===== src/rtl/flash_key_sched_if.sv =====
`default_nettype none
// ============================================================================
// Module   : flash_key_sched_if
// Purpose  : Command handshake between the key scheduler (master) and the
//            SPI flash command engine (slave).
// Signals  : cmd_req  - command request, scheduler -> engine
//            cmd_id   - index of the granted source, scheduler -> engine
//            cmd_ack  - engine accepted the command, engine -> scheduler
//            cmd_done - one-cycle completion pulse, engine -> scheduler
// Revision : 1.0 - initial release
// ============================================================================
interface flash_key_sched_if #(
    parameter int ID_W = 2
);
    logic            cmd_req;
    logic [ID_W-1:0] cmd_id;
    logic            cmd_ack;
    logic            cmd_done;

    modport master (
        output cmd_req,
        output cmd_id,
        input  cmd_ack,
        input  cmd_done
    );

    modport slave (
        input  cmd_req,
        input  cmd_id,
        output cmd_ack,
        output cmd_done
    );
endinterface
`default_nettype wire


===== src/rtl/flash_key_sched.sv =====
`default_nettype none
// ============================================================================
// Module   : flash_key_sched
// Purpose  : Latches debounced key presses as pending flash operations,
//            grants them one at a time in round-robin order, runs the
//            req/ack/done handshake with the flash engine and abandons an
//            operation that does not complete within TIMEOUT cycles.
// Ports    : clk       - system clock, rising edge
//            rst       - synchronous active-high reset
//            key_pulse - one-cycle press pulses, one bit per source
//            flash     - command handshake (master side)
//            pend      - pending-request vector
//            busy      - an operation is in REQ or WAIT
//            fin       - one-cycle pulse, operation cmd_id completed
//            tmo       - one-cycle pulse, operation cmd_id timed out
//            drop      - one-cycle pulse, a press was coalesced
// Revision : 1.0 - initial release
// ============================================================================
module flash_key_sched #(
    parameter int KEY_W   = 3,
    parameter int ID_W    = 2,
    parameter int TIMEOUT = 50_000_000,
    parameter int CNT_W   = 26
) (
    input  wire logic             clk,
    input  wire logic             rst,
    input  wire logic [KEY_W-1:0] key_pulse,
    flash_key_sched_if.master     flash,
    output logic      [KEY_W-1:0] pend,
    output logic                  busy,
    output logic                  fin,
    output logic                  tmo,
    output logic                  drop
);

    typedef enum logic [1:0] {
        S_IDLE = 2'd0,
        S_REQ  = 2'd1,
        S_WAIT = 2'd2
    } state_t;

    localparam logic [ID_W-1:0]  c_LAST_RST = ID_W'(KEY_W - 1);
    localparam logic [CNT_W-1:0] c_CNT_LAST = CNT_W'(TIMEOUT - 1);

    state_t           r_state;
    state_t           w_state_nxt;
    logic [KEY_W-1:0] r_pend;
    logic [KEY_W-1:0] w_pend_nxt;
    logic [ID_W-1:0]  r_id;
    logic [ID_W-1:0]  w_id_nxt;
    logic [ID_W-1:0]  r_last;
    logic [ID_W-1:0]  w_last_nxt;
    logic [CNT_W-1:0] r_cnt;
    logic [CNT_W-1:0] w_cnt_nxt;
    logic             r_fin;
    logic             w_fin_nxt;
    logic             r_tmo;
    logic             w_tmo_nxt;
    logic             r_drop;
    logic             w_drop_nxt;

    logic             w_gnt_vld;
    logic [ID_W-1:0]  w_gnt;
    logic [KEY_W-1:0] w_gnt_oh;
    logic [KEY_W-1:0] w_svc;
    logic             w_take;
    logic             w_expire;

    // ------------------------------------------------------------------
    // Round-robin search: each pending source is ranked by its distance
    // from the slot after r_last; the smallest distance wins.
    // ------------------------------------------------------------------
    always_comb begin
        int best_d;
        int d;
        w_gnt_vld = 1'b0;
        w_gnt     = '0;
        w_gnt_oh  = '0;
        best_d    = KEY_W;
        d         = 0;
        for (int j = 0; j < KEY_W; j++) begin
            d = j - int'(r_last) - 1;
            if (d < 0) begin
                d = d + KEY_W;
            end
            if (r_pend[j] && (d < best_d)) begin
                best_d    = d;
                w_gnt_vld = 1'b1;
                w_gnt     = ID_W'(j);
            end
        end
        for (int j = 0; j < KEY_W; j++) begin
            w_gnt_oh[j] = w_gnt_vld && (w_gnt == ID_W'(j));
        end
    end

    // One-hot of the source currently being served (empty in IDLE)
    always_comb begin
        w_svc = '0;
        for (int j = 0; j < KEY_W; j++) begin
            w_svc[j] = (r_state != S_IDLE) && (r_id == ID_W'(j));
        end
    end

    assign w_expire = (r_cnt == c_CNT_LAST);

    // ------------------------------------------------------------------
    // Next-state / datapath logic
    // ------------------------------------------------------------------
    always_comb begin
        w_state_nxt = r_state;
        w_id_nxt    = r_id;
        w_last_nxt  = r_last;
        w_cnt_nxt   = r_cnt;
        w_fin_nxt   = 1'b0;
        w_tmo_nxt   = 1'b0;
        w_take      = 1'b0;

        case (r_state)
            S_IDLE: begin
                if (w_gnt_vld) begin
                    w_state_nxt = S_REQ;
                    w_take      = 1'b1;
                    w_id_nxt    = w_gnt;
                    w_last_nxt  = w_gnt;
                    w_cnt_nxt   = '0;
                end
            end
            S_REQ: begin
                w_cnt_nxt = r_cnt + CNT_W'(1);
                // Acceptance takes priority over an expiring counter
                if (flash.cmd_ack) begin
                    w_state_nxt = S_WAIT;
                end else if (w_expire) begin
                    w_state_nxt = S_IDLE;
                    w_tmo_nxt   = 1'b1;
                end
            end
            S_WAIT: begin
                w_cnt_nxt = r_cnt + CNT_W'(1);
                if (flash.cmd_done) begin
                    w_state_nxt = S_IDLE;
                    w_fin_nxt   = 1'b1;
                end else if (w_expire) begin
                    w_state_nxt = S_IDLE;
                    w_tmo_nxt   = 1'b1;
                end
            end
            default: begin
                w_state_nxt = S_IDLE;
            end
        endcase

        // A press on a source already pending or in service is merged
        // into the existing request; the granted bit is retired here.
        w_drop_nxt = |(key_pulse & (r_pend | w_svc));
        w_pend_nxt = r_pend | (key_pulse & ~r_pend & ~w_svc);
        if (w_take) begin
            w_pend_nxt = w_pend_nxt & ~w_gnt_oh;
        end
    end

    // ------------------------------------------------------------------
    // State registers
    // ------------------------------------------------------------------
    always_ff @(posedge clk) begin
        if (rst) begin
            r_state <= S_IDLE;
            r_pend  <= '0;
            r_id    <= '0;
            r_last  <= c_LAST_RST;
            r_cnt   <= '0;
            r_fin   <= 1'b0;
            r_tmo   <= 1'b0;
            r_drop  <= 1'b0;
        end else begin
            r_state <= w_state_nxt;
            r_pend  <= w_pend_nxt;
            r_id    <= w_id_nxt;
            r_last  <= w_last_nxt;
            r_cnt   <= w_cnt_nxt;
            r_fin   <= w_fin_nxt;
            r_tmo   <= w_tmo_nxt;
            r_drop  <= w_drop_nxt;
        end
    end

    // Outputs are decoded from registers only
    assign flash.cmd_req = (r_state == S_REQ);
    assign flash.cmd_id  = r_id;
    assign busy          = (r_state != S_IDLE);
    assign pend          = r_pend;
    assign fin           = r_fin;
    assign tmo           = r_tmo;
    assign drop          = r_drop;

endmodule
`default_nettype wire


===== src/flat_wrapper.sv =====
// flat-port wrapper written by rule: the top's interface ports become plain ports
module flash_key_sched_flat 
#(
    parameter int KEY_W   = 3,
    parameter int ID_W    = 2,
    parameter int TIMEOUT = 50_000_000,
    parameter int CNT_W   = 26
)
  (clk, rst, key_pulse, pend, busy, fin, tmo, drop, flash_cmd_req, flash_cmd_id, flash_cmd_ack, flash_cmd_done);
  flash_key_sched_if #(.ID_W(ID_W)) flash_i ();
  input  wire logic clk;
  input  wire logic rst;
  input  wire logic [KEY_W-1:0] key_pulse;
  output logic      [KEY_W-1:0] pend;
  output logic busy;
  output logic fin;
  output logic tmo;
  output logic drop;
  output wire logic [$bits(flash_i.cmd_req)-1:0] flash_cmd_req;
  output wire logic [$bits(flash_i.cmd_id)-1:0] flash_cmd_id;
  input wire logic [$bits(flash_i.cmd_ack)-1:0] flash_cmd_ack;
  input wire logic [$bits(flash_i.cmd_done)-1:0] flash_cmd_done;
  assign flash_cmd_req = flash_i.cmd_req;
  assign flash_cmd_id = flash_i.cmd_id;
  assign flash_i.cmd_ack = flash_cmd_ack;
  assign flash_i.cmd_done = flash_cmd_done;
  flash_key_sched #(.KEY_W(KEY_W), .ID_W(ID_W), .TIMEOUT(TIMEOUT), .CNT_W(CNT_W)) u_core (.clk(clk), .rst(rst), .key_pulse(key_pulse), .flash(flash_i), .pend(pend), .busy(busy), .fin(fin), .tmo(tmo), .drop(drop));
endmodule

===== config.mk =====
export PLATFORM = sky130hd
export DESIGN_NAME = flash_key_sched_flat
export DESIGN_NICKNAME = d
export VERILOG_FILES = /design/src/rtl/flash_key_sched_if.sv /design/src/rtl/flash_key_sched.sv /design/src/flat_wrapper.sv
export SDC_FILE = /design/constraint.sdc
export NUM_CORES = 1
export LEC_CHECK = 0
export CORE_ASPECT_RATIO = 1.5
export CORE_UTILIZATION = 65
export CTS_BUF_LIST = sky130_fd_sc_hd__clkbuf_2
export DETAILED_ROUTE_END_ITERATION = 7
export GPL_TIMING_DRIVEN = 0
export HOLD_SLACK_MARGIN = 0.08
export PLACE_DENSITY = 0.83
export SETUP_SLACK_MARGIN = 0.5
export SLEW_MARGIN = 10
export SYNTH_ARGS = -nofsm -noshare
export SYNTH_HDL_FRONTEND = slang
export SYNTH_SLANG_ARGS = --single-unit

===== constraint.sdc =====
create_clock -name clk -period 8.4 [get_ports clk]
set_input_delay 1.26 -clock clk [delete_from_list [all_inputs] [get_ports clk]]
set_output_delay 1.26 -clock clk [all_outputs]
set_load 0.005 [all_outputs]

==> results.sh <==
export IMPL_layout_drive_gt1_share=0.0766
export IMPL_finalCritPeriodShare=0.749
export IMPL_dp_worst_setup_slack_ns=1.82
export IMPL_die_area_um2=5740
export IMPL_outcome="finished, final reports clean"
export IMPL_antenna_cells=0
export IMPL_criticalPathCategory="reg -> reg"
export IMPL_grtUsageTotal=0.287
export IMPL_maxCapViolCount=0
export IMPL_r2r_start="u_core.r_last[0]$_SDFFE_PP0N_"
export IMPL_slowest_delay_ns=0.63
export IMPL_finalMaxSlewViolations=0
export IMPL_clk_latency_ns=0.39
export IMPL_max_slew_worst_pin_slew_ns=0.817
export IMPL_hold_path_class="reg -> reg"
export IMPL_die_y_um=92.3
export IMPL_switching_share=0.516
export IMPL_crit_arrival_ns=6.59
export IMPL_gp_congestion=0.850
export IMPL_worst_setup_path_start_kind="flip-flop"
export IMPL_syn_avg_cell_area_um2=8.36
export IMPL_avgViaCountPerCell=6.18
export IMPL_path_clk_slew_ns=0.20
export IMPL_clock_fmax_mhz=159
export IMPL_cts_sinks=37
export IMPL_critPathSlowestCell="a21oi_2"
export IMPL_vias=3166
export IMPL_first_global_vias=3084
export IMPL_grt_met3_usage=0.0271
export IMPL_placementRows=32
export IMPL_die_x_um=62.2
export IMPL_path_max_fanout=15
export IMPL_syn_num_nets=499
export IMPL_worst_slack_ns=2.11
export IMPL_grt_use_met1=0.279
export IMPL_path_buf_inv=3
export IMPL_hp_start="u_core.r_cnt[15]$_SDFFE_PP0P_"
export IMPL_rsz0062_at_grt="false"
export IMPL_cp_startpoint="u_core.r_last[0]$_SDFFE_PP0N_"
export IMPL_synth_seq_cells=37
export IMPL_first_pass_iters=4
export IMPL_areaGrowthSynthToFinish_pct=7.61
export IMPL_cts_tree="done"
export IMPL_post_cts_buffers=0
export IMPL_required_ns=8.69
export IMPL_initial_core_util=0.679
export IMPL_drt_iter0_markers=115
export IMPL_route_detailed_drc=0
export IMPL_h_tree_depth=2
export IMPL_dp_hpwl_um=6180
export IMPL_synth_ff_type="dfxtp_1"
export IMPL_setup_viol=0
export IMPL_synth_edf_count=0
export IMPL_synthesis_area_um2=3530
export IMPL_async_flop_share=0
export IMPL_switchingPower_uw=830
export IMPL_cts_made_buffers=5
export IMPL_crit_path_frequent_cell="ha_1"
export IMPL_p_leak_nw=1.66
export IMPL_intPower_uw=777
export IMPL_core_area_um2=5200
export IMPL_finalCriticalPeriod_ns=6.29
export IMPL_clock_path_buffers=2
export IMPL_syn_inst=423
export IMPL_power_density_nw_per_um2=422
export IMPL_cts_resized=0
export IMPL_pin_count=17
export IMPL_yosysWarnings=0
export IMPL_comb_power_share=0.818
export IMPL_hold_viol=0
export IMPL_nNetsFinal=521
export IMPL_ant_nets=0
export IMPL_yosysSeqAreaShare=0.210
export IMPL_grt_pass1_wl_um=13300
export IMPL_p_seq_frac=0.134
export IMPL_overflow=0
export IMPL_grt_max_degree=16
export IMPL_crit_chain="buf_12 > inv_1 > ha_1 > ha_1 > ha_1 > o21a_1 > o31ai_1 > a31oi_1 > nor2_1 > nor2_1 > a21oi_2 > ha_1 > a21o_1 > a221oi_1 > o21ai_1 > a2111oi_2 > and4_1 > and4bb_4 > clkbuf_1 > o21ai_1 > o41ai_2"
export IMPL_wl_per_cell_um=15.4
export IMPL_yosys_cell_types_count=65
export IMPL_routed_wl_um=7900
export IMPL_cts_root_buf="clkbuf_2"
export IMPL_crit_path_end_kind="flip-flop"
export IMPL_port_buffers=15
export IMPL_hold_buffers=0
export IMPL_skew_ns=0.0197
export IMPL_antenna_found_initial=0
export IMPL_grt_util_met2=0.589
export IMPL_vdd_drop_max_uv=175
export IMPL_slew_headroom=0.455
export IMPL_tns_ns=0
export IMPL_p_clk_frac=0.048
export IMPL_critical_path_top_delay_family="compound AO/OA/AOI/OAI gates"
export IMPL_busiest_layer="met2"
-- flip-flops by register name (all words and copies together), names as in the netlist --
name,count
u_core.r_cnt,26
u_core.pend,3
u_core.r_last,2
u_core.r_state,2
u_core.drop,1
u_core.fin,1
u_core.flash.cmd_id,1
u_core.tmo,1
-- worst paths after layout --
path / endpoint / slack [ns] / cells past startpoint
min reg2reg: u_core.r_cnt[15]$_SDFFE_PP0P_ / 0.50 / 1
max: u_core.r_cnt[20]$_SDFFE_PP0P_ / 2.11 / 21
max reg2reg: u_core.r_cnt[20]$_SDFFE_PP0P_ / 2.11 / 21
min: u_core.r_cnt[15]$_SDFFE_PP0P_ / 0.50 / 1
-- layer usage --
layer	wire, µm	up-vias
met4	261	0
met5	0	-
met1	3090	1489
met3	185	22
met2	4360	62
li1	-	1593
-- per-stage QoR --
stage	hold slack, ns	std cells	power, mW	cell area (µm²)	util
final	0.497	512	1.61	3800	0.731
after global routing	0.513	512	1.79	3800	0.731
after CTS	0.496	512	1.61	3800	0.730
after detailed placement	0.470	506	1.53	3770	0.724
after global placement	0.462	506	1.48	3770	0.724
after floorplan	0.441	423	1.22	3530	-
-- Yosys cell counts (all sizes together), types with 2 or more instances --
library cell	count	share of area
o21a	2	0.0042
a21boi	3	0.0064
o31ai	10	0.028
a31oi	9	0.016
nor3	9	0.013
o21ai	53	0.079
inv	25	0.027
fa	3	0.017
dfxtp	37	0.21
nor2	29	0.031
nor4b	2	0.0050
a21oi	24	0.034
o31a	2	0.0053
and3	9	0.016
nand2	26	0.030
nand2b	12	0.021
o41ai	3	0.0096
mux2i	2	0.0057
nand3	22	0.031
ha	66	0.23
nor4	3	0.0053
buf	5	0.016
a21o	6	0.013
clkbuf	8	0.0085
and4	9	0.022
and2	10	0.018
nand4	4	0.0071
nor2b	6	0.013
-- power by group through the flow --
| stage | registers [mW] | logic [mW] | clock network (mW) |
|---|---|---|---|
| floorplan | 0.216 | 1.01 | 0 |
| global placement | 0.219 | 1.26 | 0 |
| detailed placement | 0.220 | 1.31 | 0 |
| CTS | 0.216 | 1.31 | 0.0779 |
| global route | 0.219 | 1.48 | 0.0830 |
| finish | 0.215 | 1.31 | 0.0766 |
-- cells in the final DEF (no fill, tap or decap), drive strengths merged, types with 2 or more instances in the layout --
master	count
ha	66
o21ai	53
dfxtp	37
nor2	29
nand2	26
inv	25
a21oi	24
nand3	22
clkdlybuf4s50	15
clkbuf	13
nand2b	12
and2	10
o31ai	10
a31oi	9
and4	9
and3	9
nor3	9
nor2b	6
a21o	6
buf	5
nand4	4
nor4	3
a21boi	3
fa	3
o41ai	3
o21a	2
nor4b	2
mux2i	2
o31a	2
-- cell type report --
cell class              instances  area, µm²
clock buffers                   5       25.0
clock inverters                 1       5.00
well taps                      68       85.1
plain buffers                  14        118
fillers                       449       1400
multi-input cells             347       2590
inverters                      25       93.8
flip-flops and latches         37        741
repair buffers                 15        150
-- worst register-to-register path: cells and delay by family, from the launching register on --
family | cells | cell delay (ns)
AOI/OAI and AO/OA | 10 | 2.69
adders and majority gates | 4 | 1.22
and+or+nand+nor | 4 | 1.20
buffers and inverters | 3 | 0.56
DFF | 1 | 0.53
-- kinds of logic after synthesis --
| family | share of synthesized area |
|---|---|
| multiplexers | 0.00991 |
| buffers and inverters | 0.0598 |
| flip-flops | 0.210 |
| AO/OA/AOI/OAI | 0.233 |
| adder cells (fa/ha/maj) | 0.251 |
| AND/OR/NAND/NOR | 0.237 |
(Power assumes the default switching activity.)
==> patch 1 (same flow settings) <==
Register the input `key_pulse` before use, without a reset. The logic sees it one clock later. The other inputs are not delayed to match. Comments in the files are not updated.
--- a/src/rtl/flash_key_sched.sv
+++ b/src/rtl/flash_key_sched.sv
@@ -42,6 +42,12 @@
     localparam logic [ID_W-1:0]  c_LAST_RST = ID_W'(KEY_W - 1);
     localparam logic [CNT_W-1:0] c_CNT_LAST = CNT_W'(TIMEOUT - 1);
 
+    logic [KEY_W-1:0] key_pulse_q;
+
+    always_ff @(posedge clk) begin
+        key_pulse_q <= key_pulse;
+    end
+
     state_t           r_state;
     state_t           w_state_nxt;
     logic [KEY_W-1:0] r_pend;
@@ -153,8 +159,8 @@
 
         // A press on a source already pending or in service is merged
         // into the existing request; the granted bit is retired here.
-        w_drop_nxt = |(key_pulse & (r_pend | w_svc));
-        w_pend_nxt = r_pend | (key_pulse & ~r_pend & ~w_svc);
+        w_drop_nxt = |(key_pulse_q & (r_pend | w_svc));
+        w_pend_nxt = r_pend | (key_pulse_q & ~r_pend & ~w_svc);
         if (w_take) begin
             w_pend_nxt = w_pend_nxt & ~w_gnt_oh;
         end
Function: changed (a bounded check fails within 4 cycles, from zero or initial values and one cycle with rst high).
==> patch 1 against the unedited design <==
  * Highest routed layer unchanged
  * First-iteration DRC count grew 130%
  * Die area rose by 3.2%
  * Cell count increased by 3.5%
  * Worst setup slack got worse by 590 ps
  * Design area rose by 3.5%
  * The flow now finishes with violations (design-rule violations)
  * Area after synthesis grew 3.3%
  * Total power decreased by 12%
  * Clock skew down 6.1 ps
  * Largest cell class unchanged
  * Sequential cell count rose by 3
  * Via count increased by 6.9%
  * Synthesized cell count is 3.3% higher
  * Wire length grew 13%
  * Combinational power down 16%
==> patch 1: results (changes against the unedited design) <==
M1 GR Usage = 32.1% (+4.3 points)
Syn Inst Count = 437 (+3.3%)
wl on met1 = 3550 um (+15%)
Inst Count DP = 523 (+3.4%)
clock sink count = 40 (+8.1%)
status = finished, violations left
Critical Path End = u_core.r_cnt[16]
drc violations = 1 (+1)
sw power = 727 uW (-12%)
critical path required time = 8710 ps (+20 ps)
ClkCell Share = 0.890% (+0.10 points)
placed inst area = 3900 um^2 (+3.4%)
Internal = 679 uW (-13%)
WL met2 = 4940 um (+13%)
share of cells above drive strength 1 = 6.09% (-1.6 points)
storage element area = 801 um^2 (+8.1%)
Worst Hold Endpoint = u_core.r_cnt[22]
largest cells by area after synthesis = ha_1, dfxtp_1, nand3_1
syn nets = 514 (+3.0%)
setup slack, reg-to-reg = 1520 ps (-590 ps)
Inverters = 36 (+44%)
leakage power = 0.00167 uW (+0.51%)
non-clk buf share = 6.64% (-0.40 points)
HPWL Detailed = 6930 um (+12%)
vias in the first global route = 3246 (+5.3%)
Critical R2R Capture = u_core.r_cnt[16]
failing checks = design-rule violations
Crit Path Max Fanout = 10 (-5)
Seq pwr share = 16.0% (+2.6 points)
GP Congestion = 0.898 (+5.6%)
via count = 3384 (+6.9%)
post-synthesis sequential area ratio = 21.9% (+0.98 points)
patch 1: cell count changes after synthesis, moves of 6 or more:
cell,delta
nand2_1,+6
o211ai_1,+6
nand3_1,+8
nor2_1,-14
and4_1,-7
o311ai_0,+8
o32ai_1,+9
o21ai_1,-28
inv_1,+11
a211oi_1,+10
or3_1,+7
patch 1: kinds of logic after synthesis:
| family | synth area share, % |
|---|---|
| AND/OR/NAND/NOR | 22.3 |
| AO/OA/AOI/OAI | 24.4 |
| adder cells (fa/ha/maj) | 24.6 |
| flip-flops | 21.9 |
| buffers and inverters | 6.48 |
| multiplexers | 0.274 |
patch 1: worst max-delay path, delay by kind of cell, from the launching register on:
kind                     cells  cell delay, ps
adder cells (fa/ha/maj)      4            1290
buffers and inverters        5            1070
AO/OA/AOI/OAI                8            2160
flip-flops                   1             500
AND/OR/NAND/NOR              8            1780
==> patch 2 (config.mk and constraints unchanged) <==
Without the edit above. `KEY_W` is set to 3 in 2 places; all go to 5.
--- a/src/rtl/flash_key_sched.sv
+++ b/src/rtl/flash_key_sched.sv
@@ -17,7 +17,7 @@
 // Revision : 1.0 - initial release
 // ============================================================================
 module flash_key_sched #(
-    parameter int KEY_W   = 3,
+    parameter int KEY_W   = 5,
     parameter int ID_W    = 2,
     parameter int TIMEOUT = 50_000_000,
     parameter int CNT_W   = 26
--- a/src/flat_wrapper.sv
+++ b/src/flat_wrapper.sv
@@ -1,7 +1,7 @@
 // flat-port wrapper written by rule: the top's interface ports become plain ports
 module flash_key_sched_flat 
 #(
-    parameter int KEY_W   = 3,
+    parameter int KEY_W   = 5,
     parameter int ID_W    = 2,
     parameter int TIMEOUT = 50_000_000,
     parameter int CNT_W   = 26
Interface: changed (resized key_pulse and pend); port bits go from 17 to 21. The function was not compared with the original's and may differ.
==> patch 2 against the unedited design <==
  * The run now fails in global routing (5_1_grt)
  * Synthesized cell count increased by 98%
  * Area after synthesis increased by 83%
==> patch 2: results (changes against the unedited design) <==
status = aborted with a tool error
Failed at = global routing (5_1_grt)
stop err = [ERROR GRT-0232] Routing congestion too high. Check the congestion heatmap in the GUI.
compound-gate portion of the synthesized area = 28.3% (+5.0 points)
pin count of the biggest net entering global routing = 14
cts repair resizes = 62 (+62)
largest cells by area after synthesis = ha_1, dfxtp_1, a21oi_1
GP Congestion = 1.00 (+18%)
CTS Buf Count = 5 (unchanged)
Crit. endpoint post-GRT repair = u_core.r_cnt[16]$_SDFFE_PP0P_/D
Yosys Warn Count = 0 (unchanged)
post-synthesis sequential area ratio = 11.8% (-9.2 points)
prevailing post-synth register cell = dfxtp_1
Cell variety after synth = 82 (+26%)
Post CTS Setup Buffer Count = 38 (+38)
clock buffer depth = 2 (unchanged)
multiplexer share of the synthesized area = 0.310% (-0.68 points)
Post-Synth Adder-Cell Area = 30.2% (+5.1 points)
CTS Hold Bufs = 0 (unchanged)
Mean Syn Cell Area = 7.73 um^2 (-7.5%)
async set-reset flop share out of synthesis = 0% (unchanged)
HPWL Detailed = 16300 um (+160%)
kind of the worst endpoint = register data pin
Inst Count DP = 1042 (+110%)
clock sink count = 38 (+2.7%)
gr usage total = 59.7%
number of H-tree levels = 2 (unchanged)
Port Buffer Count = 20 (+5)
Post-synth top cells = ha_1, a21oi_1, nand2_1
GRT overflow = 4
XOR/XNOR Fraction of Synth Area = 0.135% (+0.14 points)
clk root buf = clkbuf_2
Place WS = -3490 ps (-5310 ps)
-- patch 2: cell types whose count changed after synthesis, moves of 10 or more --
cell	before	now
ha_1	66	151
a211oi_1	0	12
clkbuf_1	8	19
nand2_1	25	85
o31ai_1	5	15
o211ai_1	1	16
nand4_1	4	19
or4_1	1	12
nand3_1	22	35
o21ai_0	20	36
a21oi_1	24	91
inv_1	25	49
a21o_1	5	25
o21ai_1	31	10
-- patch 2: metal layers --
metal,global-route usage (%),overflow
met1,55.2,0
met2,91.1,4
met3,30.8,0
met4,65.7,0
met5,0,0
-- patch 2: cells by family after synthesis --
family | after synthesis
fa+ha+maj | 154
xor+xnor | 1
flops | 38
buf+inv | 86
other cells | 2
simple gates | 281
compound gates | 272
mux | 2
-- patch 2: through the flow --
step                      setup TNS [ps]  cell area [um^2]
after floorplan                   -46230              6970
after global placement           -103610              7310
after detailed placement         -114370              7310
after CTS                         -56110              8000
